[config.mk]
export PLATFORM = sky130hd
export DESIGN_NAME = ten_gig_link_ctrl
export DESIGN_NICKNAME = d
export VERILOG_FILES = /design/src/rtl/ten_gig_link_ctrl.sv
export SDC_FILE = /design/constraint.sdc
export NUM_CORES = 1
export LEC_CHECK = 0
export BUFFER_PORTS_ARGS = -buffer_cell sky130_fd_sc_hd__buf_2
export CORE_UTILIZATION = 58
export DETAILED_ROUTE_END_ITERATION = 6
export PLACE_DENSITY = 0.82
export SYNTH_ARGS = -nofsm -noshare
export SYNTH_HDL_FRONTEND = slang
export SYNTH_SLANG_ARGS = --single-unit
export TNS_END_PERCENT = 10
[constraint.sdc]
create_clock -name i_sys_clk -period 3.25 [get_ports i_sys_clk]
set_input_delay 0.1625 -clock i_sys_clk [delete_from_list [all_inputs] [get_ports i_sys_clk]]
set_output_delay 0.1625 -clock i_sys_clk [all_outputs]
set_load 0.01 [all_outputs]
[src/rtl/ten_gig_link_ctrl.sv]
// rtl/ten_gig_link_ctrl.sv - 10GBASE-R PCS/PMA bring-up and recovery sequencer
module ten_gig_link_ctrl #(
    parameter int RST_PULSE_CYC = 16,
    parameter int DONE_TIMEOUT  = 2000000,
    parameter int SYNC_TIMEOUT  = 2000000,
    parameter int STABLE_CYC    = 65536,
    parameter int MAX_RETRY     = 8
) (
    input  logic       i_sys_clk,
    input  logic       i_rst,
    input  logic       i_enable,
    input  logic       i_rst_done,
    input  logic       i_block_sync,
    input  logic       i_pcs_rx_link,
    output logic       o_pcspma_rst,
    output logic       o_link_up,
    output logic       o_link_drop,
    output logic       o_fail,
    output logic [2:0] o_state,
    output logic [7:0] o_retry_cnt
);

    localparam int MAX_DS  = (DONE_TIMEOUT > SYNC_TIMEOUT) ? DONE_TIMEOUT : SYNC_TIMEOUT;
    localparam int CNT_MAX = (MAX_DS > STABLE_CYC) ? MAX_DS : STABLE_CYC;
    localparam int CNT_W   = $clog2(CNT_MAX + 1);

    typedef enum logic [2:0] {
        IDLE      = 3'd0,
        RESET     = 3'd1,
        WAIT_DONE = 3'd2,
        WAIT_SYNC = 3'd3,
        QUALIFY   = 3'd4,
        UP        = 3'd5,
        FAIL      = 3'd6
    } state_t;

    state_t             state, state_next;
    logic [CNT_W-1:0]   cnt, cnt_next;
    logic [7:0]         retry, retry_next, retry_inc;
    logic               drop_next;
    logic               take_retry;
    logic [2:0]         sync1, sync2;
    logic               s_rst_done, s_block_sync, s_pcs_rx_link, s_linked;

    // Two-stage synchronizers for the coreclk status bits
    always_ff @(posedge i_sys_clk) begin
        if (i_rst) begin
            sync1 <= 3'b000;
            sync2 <= 3'b000;
        end else begin
            sync1 <= {i_rst_done, i_block_sync, i_pcs_rx_link};
            sync2 <= sync1;
        end
    end

    assign s_rst_done    = sync2[2];
    assign s_block_sync  = sync2[1];
    assign s_pcs_rx_link = sync2[0];
    assign s_linked      = s_block_sync & s_pcs_rx_link;
    assign retry_inc     = (retry == 8'hFF) ? 8'hFF : retry + 8'd1;

    always_comb begin
        state_next = state;
        cnt_next   = cnt + CNT_W'(1);
        retry_next = retry;
        drop_next  = 1'b0;
        take_retry = 1'b0;
        if (!i_enable) begin
            state_next = IDLE;
        end else begin
            case (state)
                IDLE: begin
                    state_next = RESET;
                    retry_next = 8'd0;
                end
                RESET:
                    if (cnt == CNT_W'(RST_PULSE_CYC - 1)) state_next = WAIT_DONE;
                WAIT_DONE:
                    if (s_rst_done) state_next = WAIT_SYNC;
                    else if (cnt == CNT_W'(DONE_TIMEOUT - 1)) take_retry = 1'b1;
                WAIT_SYNC:
                    if (s_linked) state_next = QUALIFY;
                    else if (cnt == CNT_W'(SYNC_TIMEOUT - 1)) take_retry = 1'b1;
                QUALIFY:
                    if (!s_linked) state_next = WAIT_SYNC;
                    else if (cnt == CNT_W'(STABLE_CYC - 1)) state_next = UP;
                UP:
                    if (!(s_linked && s_rst_done)) begin
                        state_next = RESET;
                        drop_next  = 1'b1;
                        retry_next = 8'd0;
                    end
                FAIL:    state_next = FAIL;
                default: state_next = IDLE;
            endcase
        end
        // Success checks above run first, so a condition met on the last window cycle wins
        if (take_retry) begin
            retry_next = retry_inc;
            if (MAX_RETRY != 0 && int'(retry_inc) >= MAX_RETRY) state_next = FAIL;
            else state_next = RESET;
        end
        if (state_next != state) cnt_next = '0;
    end

    always_ff @(posedge i_sys_clk) begin
        if (i_rst) begin
            state        <= IDLE;
            cnt          <= '0;
            retry        <= 8'd0;
            o_pcspma_rst <= 1'b1;
            o_link_up    <= 1'b0;
            o_link_drop  <= 1'b0;
            o_fail       <= 1'b0;
        end else begin
            state        <= state_next;
            cnt          <= cnt_next;
            retry        <= retry_next;
            o_pcspma_rst <= (state_next == IDLE) || (state_next == RESET) || (state_next == FAIL);
            o_link_up    <= (state_next == UP);
            o_link_drop  <= drop_next;
            o_fail       <= (state_next == FAIL);
        end
    end

    assign o_state     = state;
    assign o_retry_cnt = retry;

endmodule

# == Word level (Yosys, flattened, before mapping) ==
# Cells that the tools add are included.
# word_totals
ff_bits,42
output_inout_bits,15
# op_classes
add_sub_neg,2
magnitude_cmp,1
eq_ne,15
n_mux,21
bitwise_logic,3
n_reduce_logical,10
# op_table
op,count
$mux W8,4
$mux W3,9
$add A21 B1 Y21 const B,1
$eq A21 B16 Y1 const B,1
$eq A21 B21 Y1 const B,1
$eq A21 B4 Y1 const B,1
$pmux W3 S7,1
$pmux W8 S2,1
$eq A3 B3 Y1 const B,5
$add A8 B1 Y8 const B,1
$eq A8 B8 Y1 const B,1
$ge A8 B4 Y1 const B,1
$eq A3 B1 Y1 const B,2
$eq A3 B2 Y1 const B,2
$logic_not A3 Y1,2
$mux W1,5
$ne A3 B3 Y1,1
$ne A3 B3 Y1 const B,1
$reduce_and A3 Y1,1
$reduce_bool A3 Y1,1
$reduce_or A3 Y1,1
$logic_or A1 B1 Y1,2
$not A1 Y1,2
$pmux W1 S2,1
other kinds (4),4

# == Longest topological paths before layout ==
# Gate-level depths: netlist of run 1.
# logic_depth
ltp_word,9
mapped_depth,8
depth_no_buf,7

# == Worst setup path before layout of run 1 ==
# No wires, ideal clock.
# synth_timing
path_type,register to register
start,reg cnt[11]
end,reg cnt[12]
setup_ns,0.123
t_arrival_ns,2.344
required_ns,3.127
slack_ns,0.783
stages_incl_launch_ff,8
synth_period_minus_slack_ns,2.467
cell_sequence,dfxtp_1 -> or4_1 -> or4_1 -> o211a_1 -> o31ai_4 -> xnor2_1 -> buf_2 -> nor3_2
# synth_via
elab_chain_len,8
elab_cells_between_ends,17
cone_classes,add/sub: 1; eq/ne: 4; mux: 11; reduce/logical: 1
# synth_lines
element,line_no,text
start: declaration,38,"logic [CNT_W-1:0] cnt, cnt_next;"
start signal: assignment,117,cnt <= cnt_next;
$eq A21 B16 Y1 / $eq A21 B21 Y1 (equally long branches),"86, 80, 83",
$mux W3 / $mux W1 (equally long branches),"86, 80, 83",
$mux W3 (tied with other cells),85,if (!s_linked) state_next = WAIT_SYNC;
$pmux W3 S7 / $pmux W1 S2 (equally long branches),71,case (state)
$mux W3 / $mux W1 (equally long branches),68,if (!i_enable) begin
$mux W3,98,if (take_retry) begin
$ne A3 B3 Y1,103,if (state_next != state) cnt_next = '0;
$reduce_or A2 Y1 (no source line),-,
# Parallel ways exist; a longest one is shown, timed or not.
# A chain may end at the register's enable or synchronous reset.

# == Worst setup path after layout of run 1 ==
# layout_timing
start,reg cnt[11]
end,reg cnt[10]
# layout_via
elab_chain_len,8
elab_cells_between_ends,16
cone_classes,eq/ne: 4; mux: 11; reduce/logical: 1
# layout_lines
element,line_no
$eq A21 B16 Y1 / $eq A21 B21 Y1 (equally long branches),"86, 80, 83"
$mux W3 / $mux W1 (equally long branches),"86, 80, 83"
$mux W3 (tied with other cells),85
$pmux W3 S7 / $pmux W1 S2 (equally long branches),71
$mux W3 / $mux W1 (equally long branches),68
$mux W3 *,98
$ne A3 B3 Y1 *,103
$reduce_or A2 Y1 (no source line) *,-
# Mark *: on every way between the ends. The rest lies on a longest branch, timed or not.

==> results.json, run 1 <==
{
  "status": "completed",
  "numCtsBuffers": 5,
  "hold_ws_ns": 0.0175,
  "rsz0062_at_grt": "no",
  "grt_pass1_wl_mm": 7.65,
  "syn_area_um2": 2120,
  "postLayoutCoreUtil_pct": 68.6,
  "io_pins": 21,
  "min_to": "sync1[0]$_SDFF_PP0_",
  "synth_compound_area_share_pct": 10.6,
  "dp_slack_ns": 0.624,
  "regToRegSetupSlack_ns": 0.58,
  "hold_buffers": 0,
  "hold_viol": 0,
  "critPathCaptureType": "flop",
  "grtUsageTotal_pct": 24.6,
  "diodes": 0,
  "via_count": 1850,
  "crit_type": "flop to flop",
  "async_reset_ff_share_pct": 0,
  "gp_congestion": 0.832,
  "slowest_delay_ns": 0.56,
  "fmax_mhz": 375,
  "finalCritPeriodShare_pct": 82.0,
  "vias_per_cell": 5.93,
  "synthSimpleGateAreaFrac_pct": 35.7,
  "cellLeakagePower_nw": 0.903,
  "cp_cell_sequence": "or4_1 -> or4_1 -> o211a_1 -> o31ai_4 -> xnor2_2 -> buf_4 -> nor4_1",
  "drt-initial-drc-count": 143,
  "cts-root-buf": "clkbuf_4",
  "synth_fa_ha_area_share_pct": 1.18,
  "crit_family": "simple AND/OR/NAND/NOR gates",
  "r2r_start": "cnt[11]$_SDFF_PP0_",
  "worst_pin_slew_ns": 0.566,
  "start_util_pct": 61.9,
  "final_nets": 273,
  "period_needed_ns": 2.67,
  "dr.pass1.iters": 4,
  "die_x_um": 62.4,
  "postCtsSetupBuffers": 0,
  "path_buf_inv": 1,
  "dieArea_um2": 3890,
  "peakVddDrop_uv": 259,
  "slew_headroom_pct": 62.0,
  "r2r_end": "cnt[10]$_SDFF_PP0_",
  "drc": 0,
  "cts_tree": "yes",
  "core_um2": 3420,
  "synth-edff-count": 0,
  "start_kind": "flop",
  "crit_top_cell": "or4_1",
  "grt_pass1_vias": 1737,
  "hp-start": "i_pcs_rx_link",
  "powerDensity_nw_per_um2": 382,
  "synthMuxAreaShare_pct": 0.473,
  "fin_skew_ns": 0.00631,
  "die_y_um": 62.4,
  "routed_wl_mm": 4.31,
  "portBuffers": 20,
  "worst_slack_ns": 0.584,
  "cts_max_level": 2,
  "crit_slowest_cell": "or4_1",
  "synth.yosys.seq_area_share_pct": 39.7,
  "rows": 21,
  "antenna_found_initial": 0,
  "cp_max_fo": 21,
  "cts_max_path_buffers": 2,
  "avgSynthCellArea_um2": 8.67,
  "synth_cell_types": 41,
  "yosysWarningCount": 0,
  "drt-wirelength-per-cell_um": 13.8,
  "dp_hpwl_mm": 2.96,
  "ys.flop_type": "dfxtp_1",
  "grt-ovfl-total": 0,
  "synth_top_family_by_area": "simple AND/OR/NAND/NOR gates",
  "max_cap_viol_count": 0,
  "synthToLayoutAreaGrowth_pct": 10.8,
  "cp.required_ns": 3.51,
  "synth_fp_nets": 252,
  "antenna_left": 0,
  "hp-class": "input port to flop",
  "clock-sinks": 42,
  "holdPathStages": 2,
  "setup_viol": 0,
  "arrival_ns": 2.93,
  "setup_tns_ns": 0,
  "grt_max_degree": 22,
  "ys_ff_latch": 42,
  "synth-xor-area-share_pct": 8.69,
  "r2r_cells": 7,
  "insertion_delay_ns": 0.35,
  "cts_resized": 0,
  "drive_above_1_share_pct": 19.9,
  "slew_violations": 0,
  "netlist_instances": 244,
  "cts.clk_slew.worst_paths_ns": 0.12
}
## power by group
part	switching (mW)	leakage [nW]	internal, mW
Sequential	0.00736	0.340	0.521
Clock	0.162	0.0446	0.148
Combinational	0.0392	0.518	0.0190
Total	0.208	0.903	0.688
## synth_stat cells, types with 8 or more instances
| library cell | count | area share [%] |
|---|---|---|
| a21oi_1 | 11 | 2.6 |
| nor2b_1 | 8 | 2.4 |
| nor4_2 | 9 | 5.3 |
| xnor2_1 | 10 | 4.1 |
| nand2_1 | 21 | 3.7 |
| nor2_1 | 21 | 3.7 |
| and3_1 | 10 | 3.0 |
| nand3_1 | 21 | 5.0 |
| xor2_1 | 11 | 4.6 |
| dfxtp_1 | 42 | 40 |
## per-layer routing
layer | global-route usage, % | wire length, µm
met1 | 32.1 | 1990
met5 | 0 | 0
met2 | 39.6 | 2020
met4 | 11.0 | 59
met3 | 4.56 | 240
## worst max-delay path by stage
stage,to,from,cells after the start
floorplan,cnt[12]$_SDFF_PP0_,cnt[11]$_SDFF_PP0_,7
global placement,cnt[8]$_SDFF_PP0_,cnt[11]$_SDFF_PP0_,7
detailed placement,cnt[8]$_SDFF_PP0_,cnt[11]$_SDFF_PP0_,7
CTS,cnt[10]$_SDFF_PP0_,cnt[11]$_SDFF_PP0_,7
global route,cnt[10]$_SDFF_PP0_,cnt[11]$_SDFF_PP0_,7
finish,cnt[10]$_SDFF_PP0_,cnt[11]$_SDFF_PP0_,7
## cells in the final DEF, fill, tap and decap left out, drive strengths merged
cell	instances
o31ai	1
nand4	7
nor2b	8
o211a	1
nand3	21
a2bb2oi	1
nor3	14
a221oi	1
mux2i	1
ha	2
a311oi	1
xnor2	10
nor2	21
buf	25
a21oi	11
and4b	1
or4	4
a41o	1
inv	6
clkbuf	8
nor3b	1
and3	10
o22ai	2
a2111oi	1
or3	2
a311o	1
dfxtp	42
nand2	21
o21a	1
o21ai	9
and3b	1
nor4	13
or2	1
xor2	11
a31oi	3
and4	2
## per-stage QoR
step | instances | total power, mW | cell area (µm²)
after floorplan | 244 | 0.585 | 2120
after global placement | 304 | 0.597 | 2260
after detailed placement | 304 | 0.598 | 2260
after CTS | 312 | 0.906 | 2340
after global routing | 312 | 0.932 | 2340
final | 312 | 0.896 | 2340
## registers in the layout (all words and copies together), names as in the netlist, 3 cells and up
| signal | cells |
|---|---|
| cnt | 21 |
| o_retry_cnt | 8 |
| o_state | 3 |
| sync1 | 3 |
| sync2 | 3 |
## area by class of cell
type	count	area, µm²
clock buffers	8	78.8
flip-flops and latches	42	841
multi-input cells	185	1210
well taps	46	57.6
repair buffers	25	138
inverters	6	22.5
fillers	289	1070
## cells by family (layout without fill, tap and decap cells)
group / Yosys count / after routing
simple gates: 127 / 127
compound gates: 34 / 34
mux: 1 / 1
buf+inv: 17 / 39
flops: 42 / 42
fa+ha+maj: 2 / 2
xor+xnor: 21 / 21
Power figures use the tool's default switching activity.
==> run 2: changes to the inputs <==
--- a/config.mk
+++ b/config.mk
@@ -6,9 +6,9 @@
 export NUM_CORES = 1
 export LEC_CHECK = 0
 export BUFFER_PORTS_ARGS = -buffer_cell sky130_fd_sc_hd__buf_2
-export CORE_UTILIZATION = 58
+export CORE_UTILIZATION = 52
 export DETAILED_ROUTE_END_ITERATION = 6
-export PLACE_DENSITY = 0.82
+export PLACE_DENSITY = 0.78
 export SYNTH_ARGS = -nofsm -noshare
 export SYNTH_HDL_FRONTEND = slang
 export SYNTH_SLANG_ARGS = --single-unit
==> constraint.sdc (replaced) <==
create_clock -name i_sys_clk -period 2.3 [get_ports i_sys_clk]
set_input_delay 0.115 -clock i_sys_clk [delete_from_list [all_inputs] [get_ports i_sys_clk]]
set_output_delay 0.115 -clock i_sys_clk [all_outputs]
set_load 0.01 [all_outputs]
==> run 2 against run 1 <==
Against the previous run: the flow now finishes with violations (setup timing); non-clock buffer count increased by 23; cell area is 11% higher; wire length up 9.0%; total power increased by 49%; combinational power grew 92%; critical endpoint is now cnt[18]$_SDFF_PP0_; largest cell class unchanged; largest power group unchanged; highest routed layer unchanged.
==> results.json, run 2 (synthesis results as in run 1) <==
{
  "status": "finished with violations",
  "violations": "setup timing",
  "powerDensity_nw_per_um2": 516,
  "grt_pass1_wl_mm": 7.75,
  "finalPower_mw": 1.34,
  "holdPathStages": 2,
  "clock-sinks": 42,
  "critPathCaptureType": "flop",
  "regToRegSetupSlack_ns": -0.20,
  "cts_max_path_buffers": 2,
  "cp.required_ns": 2.51,
  "dr.pass1.iters": 4,
  "diodes": 0,
  "hold_ws_ns": 0.0293,
  "top_usage_layer": "met2",
  "layout_commonest_cell": "dfxtp_1",
  "rows": 22,
  "drive_above_1_share_pct": 28.0,
  "synthToLayoutAreaGrowth_pct": 22.5,
  "dieArea_um2": 4330,
  "grt_max_degree": 22,
  "final_cell_mix": "dfxtp_1 (40), buf_4 (24), nand3_1 (21), nand2_1 (21)",
  "finalCritPeriodShare_pct": 109,
  "vias_per_cell": 5.79,
  "drt-initial-drc-count": 116,
  "slew_headroom_pct": 63.8,
  "antenna_found_initial": 0,
  "start_util_pct": 56.1,
  "hold_buffers": 0,
  "worst_slack_ns": -0.203,
  "insertion_delay_ns": 0.29,
  "r2r_start": "cnt[12]$_SDFF_PP0_",
  "cts_max_level": 2,
  "numCtsBuffers": 5,
  "grt_util_met3_pct": 4.66,
  "hp-class": "input port to flop",
  "period_needed_ns": 2.50,
  "largest_reg_flops": 21,
  "max_cap_viol_count": 0,
  "start_kind": "flop",
  "cellLeakagePower_nw": 1.04,
  "cts_tree": "yes",
  "cp_max_fo": 21,
  "drc": 0,
  "die_x_um": 65.8,
  "slew_violations": 0,
  "dp_slack_ns": -0.230,
  "use_met2_pct": 39.5,
  "final_nets": 296,
  "grtUsageTotal_pct": 23.7,
  "use_met1_pct": 29.8,
  "peakVddDrop_uv": 371,
  "routed_wl_mm": 4.70,
  "worst_pin_slew_ns": 0.540,
  "r2r_end": "cnt[18]$_SDFF_PP0_",
  "antenna_left": 0,
  "rsz0062_at_grt": "yes",
  "min_to": "sync1[0]$_SDFF_PP0_",
  "portBuffers": 20,
  "setup_viol": 23,
  "cts.clk_slew.worst_paths_ns": 0.07,
  "arrival_ns": 2.71,
  "grt_pass1_vias": 1732,
  "crit_type": "flop to flop",
  "grt-ovfl-total": 0,
  "via_count": 1950,
  "io_pins": 21,
  "r2r_cells": 7,
  "gp_congestion": 0.866,
  "fmax_mhz": 400,
  "core_um2": 3770,
  "die_y_um": 65.8,
  "largest-register": "cnt",
  "hold_viol": 0,
  "cts-root-buf": "clkbuf_8",
  "fin_skew_ns": 0.00351,
  "dp_hpwl_mm": 3.21,
  "drt-wirelength-per-cell_um": 14.0,
  "hp-start": "i_pcs_rx_link"
}
run 2: changes by cell type in the layout (fill, tap and decap cells not counted), moves of 2 or more:
cell	change
buf_6	+2
dfxtp_1	-2
or4_1	-2
dfxtp_2	+2
clkbuf_8	+3
clkbuf_4	-5
buf_4	+19
or4_4	+2
buf_12	+2
run 2: how the worst max path moves through the flow:
| stage | startpoint | endpoint | slack, ns | cells past startpoint |
|---|---|---|---|---|
| 6_report | cnt[12]$_SDFF_PP0_ | cnt[18]$_SDFF_PP0_ | -0.20 | 7 |
| 5_1_grt | cnt[12]$_SDFF_PP0_ | cnt[18]$_SDFF_PP0_ | -0.28 | 7 |
| 4_1_cts | cnt[11]$_SDFF_PP0_ | cnt[15]$_SDFF_PP0_ | -0.18 | 7 |
| 3_5_place_dp | cnt[12]$_SDFF_PP0_ | cnt[10]$_SDFF_PP0_ | -0.23 | 7 |
| 3_3_place_gp | cnt[12]$_SDFF_PP0_ | cnt[10]$_SDFF_PP0_ | -0.13 | 7 |
| 2_1_floorplan | cnt[11]$_SDFF_PP0_ | cnt[15]$_SDFF_PP0_ | -0.11 | 7 |
run 2: timing repair:
item,4_1_cts,5_1_grt
endpoints found under the hold margin,0,0
resized for setup,3,7
buffers inserted,1,1
setup endpoints to repair,21,24
pin swaps,0,2
run 2: final cells by class:
type	count	area, µm²
fillers	303	1180
repair buffers	48	343
well taps	48	60.1
multi-input cells	185	1230
inverters	6	22.5
clock inverters	1	5.00
clock buffers	7	86.3
flip-flops and latches	42	843
run 2: where the power goes:
part           leakage (nW)  total [mW]  internal (mW)  switching [mW]
Combinational         0.647       0.112         0.0468          0.0652
Sequential            0.341       0.743          0.736         0.00737
Clock                0.0482       0.483          0.242           0.241
Total                  1.04        1.34           1.02           0.313
run 2: per-layer routing:
layer  part of all wire [%]  routed length, µm  up-vias
li1                       -                  -      970
met3                    4.6                218        9
met2                     47               2220       58
met4                    1.9                 88        0
met1                     46               2180      913
met5                      0                  0        -
run 2: worst max-delay path: stages, from the launching register on:
cell	delay, ns
dfxtp_2	0.34
or4_4	0.52
or4_4	0.53
o211a_1	0.25
o31ai_4	0.23
xnor2_2	0.11
buf_12	0.17
nor4_2	0.25
run 2: stage by stage:
| step | utilization, % | setup TNS, ns | instance area (µm²) | cells |
|---|---|---|---|---|
| after global routing | 68.7 | -4.69 | 2590 | 337 |
| after detailed placement | 65.0 | -3.44 | 2450 | 327 |
| after global placement | 65.0 | -1.98 | 2450 | 327 |
| after floorplan | - | -1.83 | 2130 | 244 |
| final | 68.7 | -3.26 | 2590 | 337 |
| after CTS | 67.9 | -2.65 | 2560 | 336 |
